File: config.mk
export PLATFORM = sky130hd
export DESIGN_NAME = mem_access_unit_flat
export DESIGN_NICKNAME = d
export VERILOG_FILES = /design/src/rtl/mem_access_unit_pkg.sv /design/src/rtl/mem_access_unit_if.sv /design/src/rtl/mem_access_unit_load_align.sv /design/src/rtl/mem_access_unit.sv /design/src/flat_wrapper.sv
export SDC_FILE = /design/constraint.sdc
export NUM_CORES = 1
export LEC_CHECK = 0
export ABC_CLOCK_PERIOD_IN_PS = 7800
export CORE_AREA = 2 2 332 334
export CTS_BUF_LIST = sky130_fd_sc_hd__clkbuf_16
export DETAILED_ROUTE_END_ITERATION = 8
export DIE_AREA = 0 0 334 336
export MAX_ROUTING_LAYER = met4
export PLACE_DENSITY_LB_ADDON = 0.25
export RECOVER_POWER = 50
export REMOVE_ABC_BUFFERS = 1
export SLEW_MARGIN = 30
export SYNTH_ARGS = -nofsm -noshare
export SYNTH_HDL_FRONTEND = slang
export SYNTH_HIERARCHICAL = 1
export SYNTH_SLANG_ARGS = --single-unit
File: constraint.sdc
create_clock -name clk -period 7.8 [get_ports clk]
set_input_delay 1.56 -clock clk [delete_from_list [all_inputs] [get_ports clk]]
set_output_delay 1.56 -clock clk [all_outputs]
set_load 0.1 [all_outputs]
File: src/rtl/mem_access_unit_pkg.sv
// mem_access_unit_pkg: shared FSM states, funct3 codes, exception causes and the exception pack.
package mem_access_unit_pkg;
    typedef enum logic [1:0] {IDLE, REQ, DONE, DRAIN} state_e;

    localparam logic [2:0] F3_LB  = 3'b000;
    localparam logic [2:0] F3_LH  = 3'b001;
    localparam logic [2:0] F3_LW  = 3'b010;
    localparam logic [2:0] F3_LD  = 3'b011;
    localparam logic [2:0] F3_LBU = 3'b100;
    localparam logic [2:0] F3_LHU = 3'b101;
    localparam logic [2:0] F3_LWU = 3'b110;
    localparam logic [2:0] F3_ILL = 3'b111;

    localparam logic [63:0] CAUSE_ILLEGAL_INSTR  = 64'd2;
    localparam logic [63:0] CAUSE_LOAD_MISALIGN  = 64'd4;
    localparam logic [63:0] CAUSE_STORE_MISALIGN = 64'd6;

    typedef struct packed {
        logic        except;
        logic [63:0] epc;
        logic [63:0] ecause;
        logic [63:0] etval;
    } ExceptStruct;

    function automatic logic [7:0] width_mask(input logic [1:0] size);
        return size == 2'd0 ? 8'h01 : size == 2'd1 ? 8'h03 : size == 2'd2 ? 8'h0F : 8'hFF;
    endfunction

    // Low address bits that must be zero for a naturally aligned access of this size.
    function automatic logic [2:0] align_bits(input logic [1:0] size);
        return size == 2'd0 ? 3'd0 : size == 2'd1 ? 3'd1 : size == 2'd2 ? 3'd3 : 3'd7;
    endfunction
endpackage

File: src/rtl/mem_access_unit_if.sv
// mem_access_unit_if: doubleword data-memory bus between the access unit (master) and memory (slave).
interface mem_access_unit_if;
    logic        req;
    logic        we;
    logic [63:0] addr;
    logic [63:0] wdata;
    logic [7:0]  wmask;
    logic        ack;
    logic [63:0] rdata;

    modport master (output req, we, addr, wdata, wmask, input ack, rdata);
    modport slave  (input req, we, addr, wdata, wmask, output ack, rdata);
endinterface

File: src/rtl/mem_access_unit_load_align.sv
// load_align: picks the addressed byte/half/word/dword out of a read doubleword and sign/zero-extends it.
module load_align
    import mem_access_unit_pkg::*;
(
    input  logic [63:0] rdata_i,
    input  logic [2:0]  off_i,
    input  logic [2:0]  funct3_i,
    output logic [63:0] data_o
);
    logic [63:0] sh;

    assign sh = rdata_i >> {off_i, 3'b000};

    always_comb begin
        data_o = funct3_i == F3_LB  ? {{56{sh[7]}}, sh[7:0]} :
                 funct3_i == F3_LH  ? {{48{sh[15]}}, sh[15:0]} :
                 funct3_i == F3_LW  ? {{32{sh[31]}}, sh[31:0]} :
                 funct3_i == F3_LD  ? sh :
                 funct3_i == F3_LBU ? {56'd0, sh[7:0]} :
                 funct3_i == F3_LHU ? {48'd0, sh[15:0]} :
                 funct3_i == F3_LWU ? {32'd0, sh[31:0]} : '0;
    end
endmodule

File: src/rtl/mem_access_unit.sv
// mem_access_unit: MEM-stage load/store sequencer on a doubleword bus with flush draining.
// Define MISALIGN_EXCEPT_EN to trap non-naturally-aligned accesses instead of truncating them.
module mem_access_unit
    import mem_access_unit_pkg::*;
(
    input  logic                     clk,
    input  logic                     rst,
    input  logic                     mem_valid,
    input  logic                     mem_re,
    input  logic                     mem_we,
    input  logic [2:0]               mem_funct3,
    input  logic [63:0]              mem_addr_in,
    input  logic [63:0]              mem_wdata_in,
    input  logic [63:0]              mem_pc,
    input  logic                     mem_flush,
    input  logic                     pipe_hold,
    input  ExceptStruct              except_in,
    mem_access_unit_if.master        dmem,
    output logic [63:0]              mem_truncout,
    output logic                     mem_stall,
    output ExceptStruct              except_out
);
    state_e      state_q, state_d;
    logic [63:0] addr_q, wdata_q, data_q, data_d, load_data;
    logic [7:0]  wmask_q;
    logic [2:0]  off_q, funct3_q;
    logic        we_q, mem_op, illegal, misalign, new_exc, issue, req;
    ExceptStruct exc_new;

    assign mem_op  = mem_valid & (mem_re | mem_we);
    assign illegal = mem_funct3 == F3_ILL;
`ifdef MISALIGN_EXCEPT_EN
    assign misalign = |(mem_addr_in[2:0] & align_bits(mem_funct3[1:0]));
`else
    assign misalign = 1'b0;
`endif
    assign new_exc = mem_op & (illegal | misalign);
    assign issue   = state_q == IDLE & mem_op & ~new_exc & ~except_in.except & ~mem_flush;
    assign req     = state_q == REQ | state_q == DRAIN;

    always_comb begin
        exc_new.except = 1'b1;
        exc_new.epc    = mem_pc;
        exc_new.ecause = illegal ? CAUSE_ILLEGAL_INSTR : mem_we ? CAUSE_STORE_MISALIGN : CAUSE_LOAD_MISALIGN;
        exc_new.etval  = illegal ? '0 : mem_addr_in;
        except_out     = new_exc ? exc_new : except_in;
    end

    always_comb begin
        state_d   = state_q;
        mem_stall = 1'b0;
        case (state_q)
            IDLE: begin
                mem_stall = issue;
                state_d   = issue ? REQ : IDLE;
            end
            REQ: begin
                mem_stall = 1'b1;
                state_d   = mem_flush ? (dmem.ack ? IDLE : DRAIN) : (dmem.ack ? DONE : REQ);
            end
            DONE:  state_d = (mem_flush | ~pipe_hold) ? IDLE : DONE;
            DRAIN: begin
                mem_stall = mem_op;
                state_d   = dmem.ack ? IDLE : DRAIN;
            end
            default: state_d = IDLE;
        endcase
    end

    load_align u_load_align (
        .rdata_i  (dmem.rdata),
        .off_i    (off_q),
        .funct3_i (funct3_q),
        .data_o   (load_data)
    );

    // Only a clean ack in REQ delivers data; flushed and drained responses are dropped.
    assign data_d = (state_q == REQ & dmem.ack & ~mem_flush) ? (we_q ? '0 : load_data) : data_q;

    always_ff @(posedge clk) begin
        if (rst) begin
            state_q  <= IDLE;
            data_q   <= '0;
            addr_q   <= '0;
            wdata_q  <= '0;
            wmask_q  <= '0;
            off_q    <= '0;
            funct3_q <= '0;
            we_q     <= 1'b0;
        end else begin
            state_q <= state_d;
            data_q  <= data_d;
            if (issue) begin
                addr_q   <= {mem_addr_in[63:3], 3'b000};
                wdata_q  <= mem_we ? mem_wdata_in << {mem_addr_in[2:0], 3'b000} : '0;
                wmask_q  <= width_mask(mem_funct3[1:0]) << mem_addr_in[2:0];
                off_q    <= mem_addr_in[2:0];
                funct3_q <= mem_funct3;
                we_q     <= mem_we;
            end
        end
    end

    assign dmem.req     = req;
    assign dmem.we      = req & we_q;
    assign dmem.addr    = req ? addr_q : '0;
    assign dmem.wdata   = req ? wdata_q : '0;
    assign dmem.wmask   = req ? wmask_q : '0;
    assign mem_truncout = state_q == DONE ? data_q : '0;
endmodule

File: src/flat_wrapper.sv
// flat-port wrapper written by rule: the top's interface ports become plain ports
module mem_access_unit_flat import mem_access_unit_pkg::*;
  (clk, rst, mem_valid, mem_re, mem_we, mem_funct3, mem_addr_in, mem_wdata_in, mem_pc, mem_flush, pipe_hold, except_in, mem_truncout, mem_stall, except_out, dmem_req, dmem_we, dmem_addr, dmem_wdata, dmem_wmask, dmem_ack, dmem_rdata);
  mem_access_unit_if dmem_i ();
  input  logic clk;
  input  logic rst;
  input  logic mem_valid;
  input  logic mem_re;
  input  logic mem_we;
  input  logic [2:0] mem_funct3;
  input  logic [63:0] mem_addr_in;
  input  logic [63:0] mem_wdata_in;
  input  logic [63:0] mem_pc;
  input  logic mem_flush;
  input  logic pipe_hold;
  input  ExceptStruct except_in;
  output logic [63:0] mem_truncout;
  output logic mem_stall;
  output ExceptStruct except_out;
  output wire logic [$bits(dmem_i.req)-1:0] dmem_req;
  output wire logic [$bits(dmem_i.we)-1:0] dmem_we;
  output wire logic [$bits(dmem_i.addr)-1:0] dmem_addr;
  output wire logic [$bits(dmem_i.wdata)-1:0] dmem_wdata;
  output wire logic [$bits(dmem_i.wmask)-1:0] dmem_wmask;
  input wire logic [$bits(dmem_i.ack)-1:0] dmem_ack;
  input wire logic [$bits(dmem_i.rdata)-1:0] dmem_rdata;
  assign dmem_req = dmem_i.req;
  assign dmem_we = dmem_i.we;
  assign dmem_addr = dmem_i.addr;
  assign dmem_wdata = dmem_i.wdata;
  assign dmem_wmask = dmem_i.wmask;
  assign dmem_i.ack = dmem_ack;
  assign dmem_i.rdata = dmem_rdata;
  mem_access_unit u_core (.clk(clk), .rst(rst), .mem_valid(mem_valid), .mem_re(mem_re), .mem_we(mem_we), .mem_funct3(mem_funct3), .mem_addr_in(mem_addr_in), .mem_wdata_in(mem_wdata_in), .mem_pc(mem_pc), .mem_flush(mem_flush), .pipe_hold(pipe_hold), .except_in(except_in), .dmem(dmem_i), .mem_truncout(mem_truncout), .mem_stall(mem_stall), .except_out(except_out));
endmodule
==> out/qor.csv <==
stage,metric,value,unit
power,irDropWorstVdd,0.000151,V
routing,routed_wl,122,mm
clocking,cts_setup_buffers,0,
yosys,synthAdderAreaFrac,0.00179,
setup_path,worst_path_max_delay_cell,clkdlybuf4s50_1,
grt,use_met2,0.381,
yosys,synth_edf_count,0,
setup_path,crit_type,primary input to output pin,
yosys,yosysTopAreaCell,dfxtp_1,
timing,tightest_slew,2.93,ns
yosys,synth_top_family_by_area,simple AND/OR/NAND/NOR gates,
floorplanning,core_area,108000,um^2
setup_path,startpoint_type,primary input,
setup_path,cp_max_fo,87,
finish,area_delta_synth_final,72.8,%
timing,max_freq,0.143,GHz
finish,fin_cells,3950,
setup_path,crit_family,buffers and inverters,
clocking,cts_tree,built,
timing,maxSlewViolCount,271,
timing,timing.final.crit_share,0.900,
grt,use_met1,0.209,
grt,overflow,0,
yosys,syn_avg_cell_area,8.13,um^2
status,status,"finished, violations left",
routing,vias,16700,
setup_path,worstPathRequired,6.24,ns
yosys,synthFlopType,dfxtp_1,
yosys,postSynthCellCount,1722,
yosys,ys_warn_count,6,
setup_path,max_stage_delay,1.14,ns
timing,rsz0062_at_grt,false,
yosys,ys_seq_area_frac,0.294,
floorplanning,die_h,336,um
timing,min_period,7.02,ns
floorplanning,start_util,0.129,
finish,layout.nets,2918,
floorplanning,core.rowCount,121,
grt,grt_max_degree,94,
yosys,yosysMostFrequentCell,nand2_1,
clocking,insertion_delay,0.62,ns
grt,first_global_vias,16600,
clocking,cts_resized,0,
yosys,synthMuxAreaShare,0.196,
power,powerDensity,160,nW/um^2
clocking,clk_pin_slew,0.06,ns
finish,nFillCells,12200,
yosys,synth_compound_area_frac,0.144,
setup_path,cp_cell_sequence,dlygate4sd3_1 -> clkbuf_1 -> o21ai_0 -> nor2b_4 -> buf_12 -> mux2_2 -> clkdlybuf4s50_1,
clocking,cts_made_buffers,29,
setup_path,cp.arrival,5.46,ns
clocking,clockBufferDepth,3,
finish,drive_gt1_frac,0.157,
yosys,synth.distinct_cells,53,
floorplanning,pin_count,856,
yosys,synth-simple-area-share,0.309,
clocking,cts_sinks,206,
routing,firstDrtPassIters,5,
power,fin_total_pwr,3.86,mW
power,p_leak,8.71,nW
setup_path,crit_buf_inv,4,
floorplanning,fp.dieW,334,um
grt,grt-busiest-layer,met2,
clocking,htreeDepth,1,
grt,use_met3,0.0663,
routing,viasPerCell,4.22,
routing,routed_wire_length_per_instance,30.9,um
grt,gr-usage-all-layers,0.213,
finish,multi_input_area,9190,um^2
placement,place.gp.congestion,0.908,
timing,hold_slack,0.444,ns
finish,postLayoutCoreUtil,0.223,
finish,seqCellArea,4130,um^2
yosys,ys_ff_latch,206,
setup_path,crit_path_end_kind,output pin,
yosys,synth.area.top_cells,"dfxtp_1 29%, and2_1 8.9%, nand2_1 7.5%",
timing,setup_viol,0,
job,cap_violations,7,
timing,finalHoldViolations,0,
status,violations,"max-capacitance violations, max-slew violations",
placement,portBuffers,852,
yosys,synth_top_area_frac,0.294,
clocking,ctsHoldBuffers,0,
grt,grt_pass1_wl,157,mm
routing,remaining_drc_errors,0,
timing,skew,0.0293,ns
yosys,synthTopCellsByCount,"281 x nand2_1, 206 x dfxtp_1, 199 x and2_1",
timing,setup_tns,0,ns
hold_path,holdCritPathClass,flip-flop to flip-flop,
routing,dr.first_iter.drc_count,1019,
placement,placed_cells,3839,
yosys,synthesis.area,14000,um^2
grt,antenna_found_initial,119,
yosys,ys_async_sr_fraction,0,
timing,slew_headroom,-0.957,
clocking,cts-root-buf,clkbuf_16,
yosys,synth-xor-area-share,0,
floorplanning,dieArea,112000,um^2
routing,antenna_left,0,
placement,hpwl,100,mm
## power by group
part | leakage (nW) | internal, mW | switching (mW) | total, mW
registers | 1.67 | 1.07 | 0.0150 | 1.08
clock network | 0.522 | 0.907 | 0.602 | 1.51
logic | 6.52 | 0.430 | 0.839 | 1.27
total | 8.71 | 2.41 | 1.46 | 3.86
## layer usage
metal / part of all wire / wire (um)
met1: 0.35 / 42500
met2: 0.52 / 63600
met3: 0.078 / 9500
met4: 0.051 / 6260
met5: 0 / 0
## worst min-delay path, cell delays in order (launching register included)
cell	delay, ns
dfxtp_1	0.30
nand2_1	0.05
a21oi_1	0.05
## area by class of cell
type / count / area share
Antenna cell: 58 / 0.00600
Timing Repair Buffer: 881 / 0.327
Multi-Input combinational cell: 1334 / 0.380
Clock buffer: 29 / 0.0300
Sequential cell: 206 / 0.171
Tap cell: 1414 / 0.0731
Inverter: 4 / 0.000620
Clock inverter: 24 / 0.0126
## worst paths after layout
path	from	endpoint	slack (ns)	cells past startpoint
worst max-delay path	mem_we	except_out[179]	0.78	7
worst min-delay path	u_core/data_q[57]	u_core/data_q[57]	0.44	2
worst max register to register	u_core/state_q[0]	u_core/wdata_q[22]	2.27	5
worst min register to register	u_core/data_q[57]	u_core/data_q[57]	0.44	2
## state kept, by name, indices dropped and copies added (netlist names)
signal           flops
u_core/off_q         3
u_core/data_q       64
u_core/we_q          1
u_core/funct3_q      3
u_core/wmask_q       8
u_core/state_q       2
u_core/wdata_q      64
u_core/addr_q       61
## stage by stage
stage / setup WS [ns] / cell area (um^2)
after global placement: 1.42 / 23500
after detailed placement: 1.35 / 23200
after global routing: 0.683 / 24200
after CTS: 1.35 / 24300
final: 0.784 / 24200
after floorplan: -5.80 / 13300
## kinds of logic (layout without fill, tap and decap cells)
family / Yosys count / in the layout
AND/OR/NAND/NOR: 799 / 799
AO/OA/AOI/OAI: 322 / 322
multiplexers: 208 / 208
flip-flops: 206 / 206
buffers and inverters: 184 / 938
adder cells (fa/ha/maj): 2 / 2
other: 1 / 61
## placed cells by master (no fill, tap or decap), drive strengths merged, types with 8 or more instances in the layout
| cell type | instances |
|---|---|
| a21oi | 176 |
| a22o | 35 |
| a22oi | 11 |
| a31oi | 8 |
| and2 | 199 |
| buf | 194 |
| clkbuf | 95 |
| clkdlybuf4s50 | 598 |
| clkinv | 12 |
| dfxtp | 206 |
| diode | 58 |
| dlygate4sd3 | 23 |
| inv | 8 |
| mux2 | 82 |
| mux2i | 81 |
| mux4 | 45 |
| nand2 | 281 |
| nand3 | 24 |
| nand3b | 65 |
| nand4 | 33 |
| nor2 | 23 |
| nor2b | 137 |
| o21ai | 11 |
| o22ai | 24 |
| o2bb2ai | 39 |
Power figures use the tool's default switching activity.
